`src/rtl/latency_mem_bank_pkg.sv`:
```
// Shared types and helpers for the latency memory bank: cell state encoding,
// default widths and a lowest-set-bit priority picker.
package latmem_pkg;

  // Encoding keeps the historical start/trig bit pair of the single-cell design.
  typedef enum logic [1:0] {
    CELL_IDLE      = 2'b00,
    CELL_TOREAD    = 2'b01,
    CELL_COUNTING  = 2'b10,
    CELL_TRIGGERED = 2'b11
  } cell_state_e;

  localparam int DEF_DEPTH  = 8;
  localparam int DEF_DATA_W = 16;
  localparam int DEF_LAT_W  = 9;
  localparam int DEF_TAG_W  = 5;
  localparam int DEF_OVF_W  = 16;
  localparam int MAX_DEPTH  = 32;

  // One-hot of the lowest set bit; all zeros when nothing is set.
  function automatic logic [MAX_DEPTH-1:0] lowest_set(input logic [MAX_DEPTH-1:0] v);
    return v & (-v);
  endfunction

endpackage

```
`src/rtl/latency_mem_bank_if.sv`:
```
// Writer / trigger / readout signal bundle of the latency memory bank.
// slave = the bank, master = the surrounding core-region logic.
interface latency_mem_bank_if #(
  parameter int DEPTH  = 8,
  parameter int DATA_W = 16,
  parameter int LAT_W  = 9,
  parameter int TAG_W  = 5,
  parameter int OVF_W  = 16
);
  localparam int CNT_W = $clog2(DEPTH + 1);

  logic              WriteLe;
  logic [LAT_W-1:0]  LatCntIn;
  logic [DATA_W-1:0] WriterData;
  logic [LAT_W-1:0]  LatCntReq;
  logic              L1;
  logic [TAG_W-1:0]  L1In;
  logic              ReadReq;
  logic [TAG_W-1:0]  L1Req;
  logic              DataReady;

  logic              DataValid;
  logic [DATA_W-1:0] Data;
  logic              WrDrop;
  logic              Full;
  logic              Empty;
  logic [CNT_W-1:0]  NumFree;
  logic [OVF_W-1:0]  OvfCnt;

  modport master (
    output WriteLe, LatCntIn, WriterData, LatCntReq, L1, L1In, ReadReq, L1Req, DataReady,
    input  DataValid, Data, WrDrop, Full, Empty, NumFree, OvfCnt
  );

  modport slave (
    input  WriteLe, LatCntIn, WriterData, LatCntReq, L1, L1In, ReadReq, L1Req, DataReady,
    output DataValid, Data, WrDrop, Full, Empty, NumFree, OvfCnt
  );

endinterface

```
`src/rtl/latency_mem_bank_cell.sv`:
```
// One latency memory cell: state, timestamp, trigger tag and payload.
// With LATMEM_BANK_CG_EN defined the cell flops run on a gated clock from CG_MOD.
`ifdef LATMEM_BANK_CG_EN
module CG_MOD (
  input  logic Clk,
  input  logic En,
  output logic ClkOut
);
  logic r_en_lat;

  always_latch begin
    if (!Clk) r_en_lat <= En;
  end

  assign ClkOut = Clk & r_en_lat;
endmodule
`endif

module latmem_cell
  import latmem_pkg::*;
#(
  parameter int DATA_W = DEF_DATA_W,
  parameter int LAT_W  = DEF_LAT_W,
  parameter int TAG_W  = DEF_TAG_W
) (
  input  logic              clk,
  input  logic              rst_n,
  input  logic              i_alloc,
  input  logic [LAT_W-1:0]  i_lat_cnt_in,
  input  logic [DATA_W-1:0] i_writer_data,
  input  logic [LAT_W-1:0]  i_lat_cnt_req,
  input  logic              i_l1,
  input  logic [TAG_W-1:0]  i_l1_in,
  input  logic              i_read_req,
  input  logic [TAG_W-1:0]  i_l1_req,
  input  logic              i_pop,
  output cell_state_e       o_state,
  output logic [DATA_W-1:0] o_data
);

  cell_state_e       r_state;
  logic [LAT_W-1:0]  r_stamp;
  logic [TAG_W-1:0]  r_tag;
  logic [DATA_W-1:0] r_data;

  logic w_expire;
  logic w_rd_match;
  logic w_en;
  logic w_clk;

  assign w_expire   = (r_state == CELL_COUNTING) && (r_stamp == i_lat_cnt_req);
  assign w_rd_match = i_read_req && (r_state == CELL_TRIGGERED) && (r_tag == i_l1_req);
  assign w_en       = i_alloc | w_expire | w_rd_match | i_pop;

`ifdef LATMEM_BANK_CG_EN
  CG_MOD u_cg (
    .Clk    (clk),
    .En     (w_en),
    .ClkOut (w_clk)
  );
`else
  assign w_clk = clk;
`endif

  // The top only allocates IDLE cells and pops TOREAD cells, so at most one
  // branch below can be live for a given cell state.
  always_ff @(posedge w_clk or negedge rst_n) begin
    if (!rst_n) begin
      // NOTE: payload registers are reset too; a reset must leave no stale
      // hit data that could be streamed out later.
      r_state <= CELL_IDLE;
      r_stamp <= '0;
      r_tag   <= '0;
      r_data  <= '0;
    end else if (w_en) begin
      // NOTE: non-blocking assignments keep every cell register sampling the
      // pre-edge values, independent of statement order.
      if (i_alloc) begin
        r_state <= CELL_COUNTING;
        r_stamp <= i_lat_cnt_in;
        r_data  <= i_writer_data;
      end else if (w_expire) begin
        if (i_l1) begin
          r_state <= CELL_TRIGGERED;
          r_tag   <= i_l1_in;
        end else begin
          r_state <= CELL_IDLE;
        end
      end else if (w_rd_match) begin
        r_state <= CELL_TOREAD;
      end else if (i_pop) begin
        r_state <= CELL_IDLE;
      end
    end
  end

  assign o_state = r_state;
  assign o_data  = r_data;

endmodule

```
`src/rtl/latency_mem_bank.sv`:
```
// Bank of DEPTH latency cells with free-cell allocation, overflow accounting and
// valid/ready readout. Optional per-cell clock gating: LATMEM_BANK_CG_EN.
module latency_mem_bank
  import latmem_pkg::*;
#(
  parameter int DEPTH  = DEF_DEPTH,
  parameter int DATA_W = DEF_DATA_W,
  parameter int LAT_W  = DEF_LAT_W,
  parameter int TAG_W  = DEF_TAG_W,
  parameter int OVF_W  = DEF_OVF_W
) (
  input logic               Clk,
  input logic               ResetB,
  latency_mem_bank_if.slave bus
);

  localparam int CNT_W = $clog2(DEPTH + 1);

  cell_state_e       w_state     [DEPTH];
  logic [DATA_W-1:0] w_cell_data [DEPTH];

  logic [DEPTH-1:0]  w_idle;
  logic [DEPTH-1:0]  w_toread;
  logic [DEPTH-1:0]  w_first_idle;
  logic [DEPTH-1:0]  w_first_toread;
  logic [DEPTH-1:0]  w_alloc_oh;
  logic [DEPTH-1:0]  w_pop_oh;
  logic [DATA_W-1:0] w_data;
  logic [CNT_W-1:0]  w_num_free;
  logic              w_drop;

  logic              r_wr_drop;
  logic [OVF_W-1:0]  r_ovf_cnt;

  for (genvar gi = 0; gi < DEPTH; gi++) begin : g_cell
    latmem_cell #(
      .DATA_W (DATA_W),
      .LAT_W  (LAT_W),
      .TAG_W  (TAG_W)
    ) u_cell (
      .clk           (Clk),
      .rst_n         (ResetB),
      .i_alloc       (w_alloc_oh[gi]),
      .i_lat_cnt_in  (bus.LatCntIn),
      .i_writer_data (bus.WriterData),
      .i_lat_cnt_req (bus.LatCntReq),
      .i_l1          (bus.L1),
      .i_l1_in       (bus.L1In),
      .i_read_req    (bus.ReadReq),
      .i_l1_req      (bus.L1Req),
      .i_pop         (w_pop_oh[gi]),
      .o_state       (w_state[gi]),
      .o_data        (w_cell_data[gi])
    );

    assign w_idle[gi]   = (w_state[gi] == CELL_IDLE);
    assign w_toread[gi] = (w_state[gi] == CELL_TOREAD);
  end

  // Allocation and presentation both favour the lowest cell index.
  assign w_first_idle   = DEPTH'(lowest_set(MAX_DEPTH'(w_idle)));
  assign w_first_toread = DEPTH'(lowest_set(MAX_DEPTH'(w_toread)));
  assign w_alloc_oh     = bus.WriteLe   ? w_first_idle   : '0;
  assign w_pop_oh       = bus.DataReady ? w_first_toread : '0;
  assign w_drop         = bus.WriteLe && (w_idle == '0);

  always_comb begin
    // NOTE: defaults first so no path through this block leaves a value held,
    // which would otherwise infer a latch.
    w_data     = '0;
    w_num_free = '0;
    for (int i = 0; i < DEPTH; i++) begin
      if (w_first_toread[i]) w_data = w_data | w_cell_data[i];
      w_num_free = w_num_free + CNT_W'(w_idle[i]);
    end
  end

  always_ff @(posedge Clk or negedge ResetB) begin
    if (!ResetB) begin
      r_wr_drop <= 1'b0;
      r_ovf_cnt <= '0;
    end else begin
      r_wr_drop <= w_drop;
      if (w_drop && (r_ovf_cnt != '1)) r_ovf_cnt <= r_ovf_cnt + OVF_W'(1);
    end
  end

  assign bus.DataValid = |w_toread;
  assign bus.Data      = w_data;
  assign bus.WrDrop    = r_wr_drop;
  assign bus.Full      = (w_idle == '0);
  assign bus.Empty     = &w_idle;
  assign bus.NumFree   = w_num_free;
  assign bus.OvfCnt    = r_ovf_cnt;

endmodule
```
`src/flat_wrapper.sv`:
```
// flat-port wrapper written by rule: the top's interface ports become plain ports
module latency_mem_bank_flat import latmem_pkg::*;
#(
  parameter int DEPTH  = DEF_DEPTH,
  parameter int DATA_W = DEF_DATA_W,
  parameter int LAT_W  = DEF_LAT_W,
  parameter int TAG_W  = DEF_TAG_W,
  parameter int OVF_W  = DEF_OVF_W
)
  (Clk, ResetB, bus_WriteLe, bus_LatCntIn, bus_WriterData, bus_LatCntReq, bus_L1, bus_L1In, bus_ReadReq, bus_L1Req, bus_DataReady, bus_DataValid, bus_Data, bus_WrDrop, bus_Full, bus_Empty, bus_NumFree, bus_OvfCnt);
  latency_mem_bank_if #(.DEPTH(DEPTH), .DATA_W(DATA_W), .LAT_W(LAT_W), .TAG_W(TAG_W), .OVF_W(OVF_W)) bus_i ();
  input logic Clk;
  input logic ResetB;
  input wire logic [$bits(bus_i.WriteLe)-1:0] bus_WriteLe;
  input wire logic [$bits(bus_i.LatCntIn)-1:0] bus_LatCntIn;
  input wire logic [$bits(bus_i.WriterData)-1:0] bus_WriterData;
  input wire logic [$bits(bus_i.LatCntReq)-1:0] bus_LatCntReq;
  input wire logic [$bits(bus_i.L1)-1:0] bus_L1;
  input wire logic [$bits(bus_i.L1In)-1:0] bus_L1In;
  input wire logic [$bits(bus_i.ReadReq)-1:0] bus_ReadReq;
  input wire logic [$bits(bus_i.L1Req)-1:0] bus_L1Req;
  input wire logic [$bits(bus_i.DataReady)-1:0] bus_DataReady;
  output wire logic [$bits(bus_i.DataValid)-1:0] bus_DataValid;
  output wire logic [$bits(bus_i.Data)-1:0] bus_Data;
  output wire logic [$bits(bus_i.WrDrop)-1:0] bus_WrDrop;
  output wire logic [$bits(bus_i.Full)-1:0] bus_Full;
  output wire logic [$bits(bus_i.Empty)-1:0] bus_Empty;
  output wire logic [$bits(bus_i.NumFree)-1:0] bus_NumFree;
  output wire logic [$bits(bus_i.OvfCnt)-1:0] bus_OvfCnt;
  assign bus_i.WriteLe = bus_WriteLe;
  assign bus_i.LatCntIn = bus_LatCntIn;
  assign bus_i.WriterData = bus_WriterData;
  assign bus_i.LatCntReq = bus_LatCntReq;
  assign bus_i.L1 = bus_L1;
  assign bus_i.L1In = bus_L1In;
  assign bus_i.ReadReq = bus_ReadReq;
  assign bus_i.L1Req = bus_L1Req;
  assign bus_i.DataReady = bus_DataReady;
  assign bus_DataValid = bus_i.DataValid;
  assign bus_Data = bus_i.Data;
  assign bus_WrDrop = bus_i.WrDrop;
  assign bus_Full = bus_i.Full;
  assign bus_Empty = bus_i.Empty;
  assign bus_NumFree = bus_i.NumFree;
  assign bus_OvfCnt = bus_i.OvfCnt;
  latency_mem_bank #(.DEPTH(DEPTH), .DATA_W(DATA_W), .LAT_W(LAT_W), .TAG_W(TAG_W), .OVF_W(OVF_W)) u_core (.Clk(Clk), .ResetB(ResetB), .bus(bus_i));
endmodule
```
`config.mk`:
```
export PLATFORM = sky130hd
export DESIGN_NAME = latency_mem_bank_flat
export DESIGN_NICKNAME = d
export VERILOG_FILES = /design/src/rtl/latency_mem_bank_pkg.sv /design/src/rtl/latency_mem_bank_if.sv /design/src/rtl/latency_mem_bank_cell.sv /design/src/rtl/latency_mem_bank.sv /design/src/flat_wrapper.sv
export SDC_FILE = /design/constraint.sdc
export NUM_CORES = 1
export LEC_CHECK = 0
export ABC_AREA = 1
export CAP_MARGIN = 20
export CORE_MARGIN = 1
export CORE_UTILIZATION = 57
export DETAILED_ROUTE_END_ITERATION = 10
export GPL_TIMING_DRIVEN = 0
export PLACE_DENSITY_LB_ADDON = 0.05
export SYNTH_ARGS = -nofsm -noshare
export SYNTH_HDL_FRONTEND = slang
export SYNTH_SLANG_ARGS = --single-unit
export TNS_END_PERCENT = 10
```
`constraint.sdc`:
```
create_clock -name Clk -period 4.9 [get_ports Clk]
set_clock_uncertainty 0.15 [all_clocks]
set_input_delay 1.47 -clock Clk [delete_from_list [all_inputs] [get_ports Clk]]
set_output_delay 1.47 -clock Clk [all_outputs]
set_load 0.1 [all_outputs]
```
==> results list <==
* Status: finished, violations left
* Antenna viol nets, final: 0
- DRC violations left: 0
- Sequential element share of the synthesized area: 49.0%
- The number of global-route vias before repair was between 10000 and 15000.
* Final worst path period share: 106%
- Counting along the longest clock path gives a buffer depth of 3.
- Buffer type at the clock tree root: sky130_fd_sc_hd__clkbuf_16
* Clock latency of the later-clocked register in the worst-skew pair: 0.56 ns
- Worst min-delay path category: flop to flop
* Proportion of power drawn by the clock network: about a quarter
- Accumulated negative setup slack: -0.550 ns
- Port buffering added 79 buffers.
- Pin count of the biggest net entering global routing: 122
* DR iter-0 viols: 1146
- Once the floorplan was initialized, standard cells occupied 58.8% of the core.
- Post-Synthesis Cell Area: 14000 µm²
- Most used flip-flop cell after synthesis: sky130_fd_sc_hd__dfrtp_1
- Required time at the worst-slack endpoint: 3.28 ns
* Smallest hold slack: 0.329 ns
* Switching part of the total power: 40.5%
- Startpoint types: flop
- The analysis attributes to net switching a power of 3.84 mW.
* Number of buffers inserted during clock tree synthesis: 30
* Clock period minus worst slack: a little over 5 ns
- Violations in the final reports: setup timing
* Antenna violations before repair: 0
- TritonCTS built the clock tree.
* Number of max-cap violations: 0
* Worst VDD drop: ~1.6 mV
- Static timing analysis puts the maximum clock frequency at ~0.19 GHz.
- Avg Inst Size Synth: about 7.8 µm²
- Arrival time of the worst setup path: around 3.6 ns
* RSZ-0062 raised after global routing: yes
- The largest total area in the synthesized netlist belongs to sky130_fd_sc_hd__dfrtp_1.
- Setup violation total in the final timing report: 2
* Number of enable flip-flop cells after synthesis: 0
* FF+latch count, synth: 273
* Synth Instances: 1794
- Yosys printed 0 warnings.
- STA classifies the critical path endpoint as a primary output.
* Sequential power share: 36.1%
* Area growth from synthesis to layout: 17.0%
- Leaving out fill and tap cells, the most frequent cell in the layout is sky130_fd_sc_hd__nand2_1.
- The count of final max-slew check failures was 0.
- For the pin with the worst max-slew slack, the measured transition is 0.992 ns.
- For this run, the number of standard cells in the final layout without fillers is 2256.
* Site row count: 56
- In the layout the commonest cells are sky130_fd_sc_hd__nand2_1 (564), sky130_fd_sc_hd__dfrtp_1 (269), sky130_fd_sc_hd__o21ai_0 (223).
* Cells after DPL: roughly 2200
- Post-placement worst setup slack: -1.27 ns
- DR pass1 iterations: 5
- Dominant cells by area after synthesis: sky130_fd_sc_hd__dfrtp_1 (49%), sky130_fd_sc_hd__nand2_1 (15%), sky130_fd_sc_hd__o21ai_0 (8.0%)
* Worst Setup Slack, final: -0.281 ns
* Clock-pin slew reported for the worst setup and hold paths after clock tree synthesis: 0.06 ns
- The top cell type by area accounts for 49.0% of the synthesized area.
* Boundary Pins: 90
* Total count of hold-check failures in the final report: 0
- Detailed placement finished with a half-perimeter wire length of 28700 µm.
- Unique masters post-synth: 41
- Cell Pwr Density: 579 nW/µm²
- Number of clock sinks: between 200 and 300
* Via count: between 10000 and 15000
- Die width: 158 µm
- After clock tree synthesis, the flow added hold-fix buffers numbering 0.
- Of all nets on the critical path, the largest fanout is 2.
- Pint: 5.63 mW
- The completed layout was analyzed and its total power is 9.46 mW.
- At the end of routability-driven placement, the weighted congestion stood at 0.925.
- The analysis attributes to cell leakage a power of roughly 8.1 nW.
- After detailed routing, the average wire length per cell comes to about 18 µm.
- Area enclosed by the die boundary: 25100 µm²
* Synth async-reset ratio: 100%
- The final layout contains routed wiring with a total length of 40100 µm.
* Fraction of final layout cells with drive strength greater than 1: 10.7%
- After global routing the overflow that remains totals 0.
* Total track usage: roughly a third
- Core Footprint: 23800 µm²
- Number of nets in the layout: 1973
- Post-DR vias/cell: approximately 5.5
- Startpoint-to-endpoint class of the critical path: flop to primary output
- Combinational Power Share: approximately two fifths
* Internal reg-to-reg setup slack: 2.54 ns
* Wire length of the first global-routing pass: around 63000 µm
* Worst-case headroom to the max-slew limit: between 30% and 40%
- Synthesized netlist net count: 1854
- Total inserted antenna cells: 0
* Vertical die dimension: 158 µm
* Number of H-tree levels: 1
## power by group through the flow
| stage | combinational (mW) | sequential [mW] | clock (mW) |
|---|---|---|---|
| after floorplan | 2.58 | 3.32 | 0 |
| after global placement | 3.12 | 3.41 | 0 |
| after detailed placement | 3.20 | 3.43 | 0 |
| after CTS | 3.59 | 3.40 | 2.31 |
| after global routing | 4.12 | 3.50 | 2.41 |
| final | 3.75 | 3.42 | 2.29 |
## per-layer routing
layer | wire, µm | GRT usage [%] | vias up
met4 | 1250 | 10.5 | 0
met3 | 3030 | 4.74 | 80
met5 | 0 | 0 | -
li1 | - | - | 5956
met1 | 18100 | 49.5 | 5942
met2 | 17800 | 50.3 | 494
## logic make-up (layout without fill, tap and decap cells)
group / after synthesis / count (layout) / synth area share, %
and+or+nand+nor: 918 / 918 / 28.1
DFF: 273 / 273 / 49.0
AOI/OAI and AO/OA: 311 / 311 / 12.0
adders and majority gates: 10 / 10 / 1.11
xor gates and xnor gates: 41 / 41 / 2.57
buffers and inverters: 241 / 384 / 7.28
## metrics by stage
step                      cell area (µm²)  util (%)
final                               16300      68.8
after CTS                           16300      68.7
after global placement              15200      63.9
after global routing                16300      68.8
after detailed placement            15200      64.1
after floorplan                     14000         -
## path summary, 6_finish.rpt
check,startpoint,to,cells after the start
min in group asynchronous,ResetB,u_core.g_cell[3].u_cell.r_tag[3]$_DFFE_PN0P_,1
worst max-delay path,u_core.g_cell[1].u_cell.o_state[0]$_DFFE_PN0P_,bus_NumFree[2],10
worst min-delay path,u_core.g_cell[6].u_cell.o_data[9]$_DFFE_PN0P_,u_core.g_cell[6].u_cell.o_data[9]$_DFFE_PN0P_,2
worst max register to register,u_core.g_cell[0].u_cell.o_state[0]$_DFFE_PN0P_,u_core.g_cell[1].u_cell.o_data[3]$_DFFE_PN0P_,7
max in group asynchronous,ResetB,u_core.g_cell[5].u_cell.o_data[11]$_DFFE_PN0P_,2
worst min register to register,u_core.g_cell[6].u_cell.o_data[9]$_DFFE_PN0P_,u_core.g_cell[6].u_cell.o_data[9]$_DFFE_PN0P_,2
## Yosys cell counts, types with 3 or more instances
library cell and number:
sky130_fd_sc_hd__nor3_1 16, sky130_fd_sc_hd__nand3_1 119, sky130_fd_sc_hd__buf_2 17, sky130_fd_sc_hd__nor2_1 148, sky130_fd_sc_hd__clkbuf_1 36, sky130_fd_sc_hd__nand3_2 5, sky130_fd_sc_hd__inv_1 155, sky130_fd_sc_hd__o21ai_1 20
sky130_fd_sc_hd__nand2_1 564, sky130_fd_sc_hd__nor2_2 10, sky130_fd_sc_hd__a21oi_1 34, sky130_fd_sc_hd__or2_2 5, sky130_fd_sc_hd__nand3b_1 4, sky130_fd_sc_hd__nand4_1 10, sky130_fd_sc_hd__xnor2_1 13, sky130_fd_sc_hd__dfrtp_1 273
sky130_fd_sc_hd__fa_1 4, sky130_fd_sc_hd__o21ai_2 26, sky130_fd_sc_hd__inv_2 13, sky130_fd_sc_hd__o21ai_0 224, sky130_fd_sc_hd__nor3_4 4, sky130_fd_sc_hd__buf_6 9, sky130_fd_sc_hd__xor2_1 28, sky130_fd_sc_hd__buf_4 4
sky130_fd_sc_hd__nand2_2 17, sky130_fd_sc_hd__nor2_4 4, sky130_fd_sc_hd__ha_1 6, sky130_fd_sc_hd__and3_1 3, sky130_fd_sc_hd__a21boi_0 6
## worst max-delay path, cell delays in order, from the launching register on
cell and delay, ns:
sky130_fd_sc_hd__dfrtp_2 0.42, sky130_fd_sc_hd__nor2_4 0.16, sky130_fd_sc_hd__inv_2 0.07, sky130_fd_sc_hd__ha_4 0.27, sky130_fd_sc_hd__inv_2 0.03, sky130_fd_sc_hd__fa_1 0.45
sky130_fd_sc_hd__fa_1 0.48, sky130_fd_sc_hd__fa_2 0.38, sky130_fd_sc_hd__fa_2 0.39, sky130_fd_sc_hd__xnor2_4 0.16, sky130_fd_sc_hd__buf_12 0.19
## registers in the layout (all words and copies together), names as in the netlist
| signal | flops |
|---|---|
| u_core.bus.OvfCnt | 16 |
| u_core.bus.WrDrop | 1 |
| u_core.g_cell.u_cell.o_data | 128 |
| u_core.g_cell.u_cell.o_state | 16 |
| u_core.g_cell.u_cell.r_stamp | 72 |
| u_core.g_cell.u_cell.r_tag | 40 |
## repair_timing
item,in CTS,in global routing
resized for setup,63,17
setup buffers,6,0
pin swaps,8,3
endpoints found under the setup margin,20,16
## final cells by class
class,count,area (µm²)
Fill cell,2003,7420
Sequential cell,273,6840
Multi-Input combinational cell,1280,6170
Clock buffer,51,961
Timing Repair Buffer,87,893
Inverter,172,651
Tap cell,319,399
Buffer,69,365
Clock inverter,5,53.8
(Power assumes the default switching activity.)
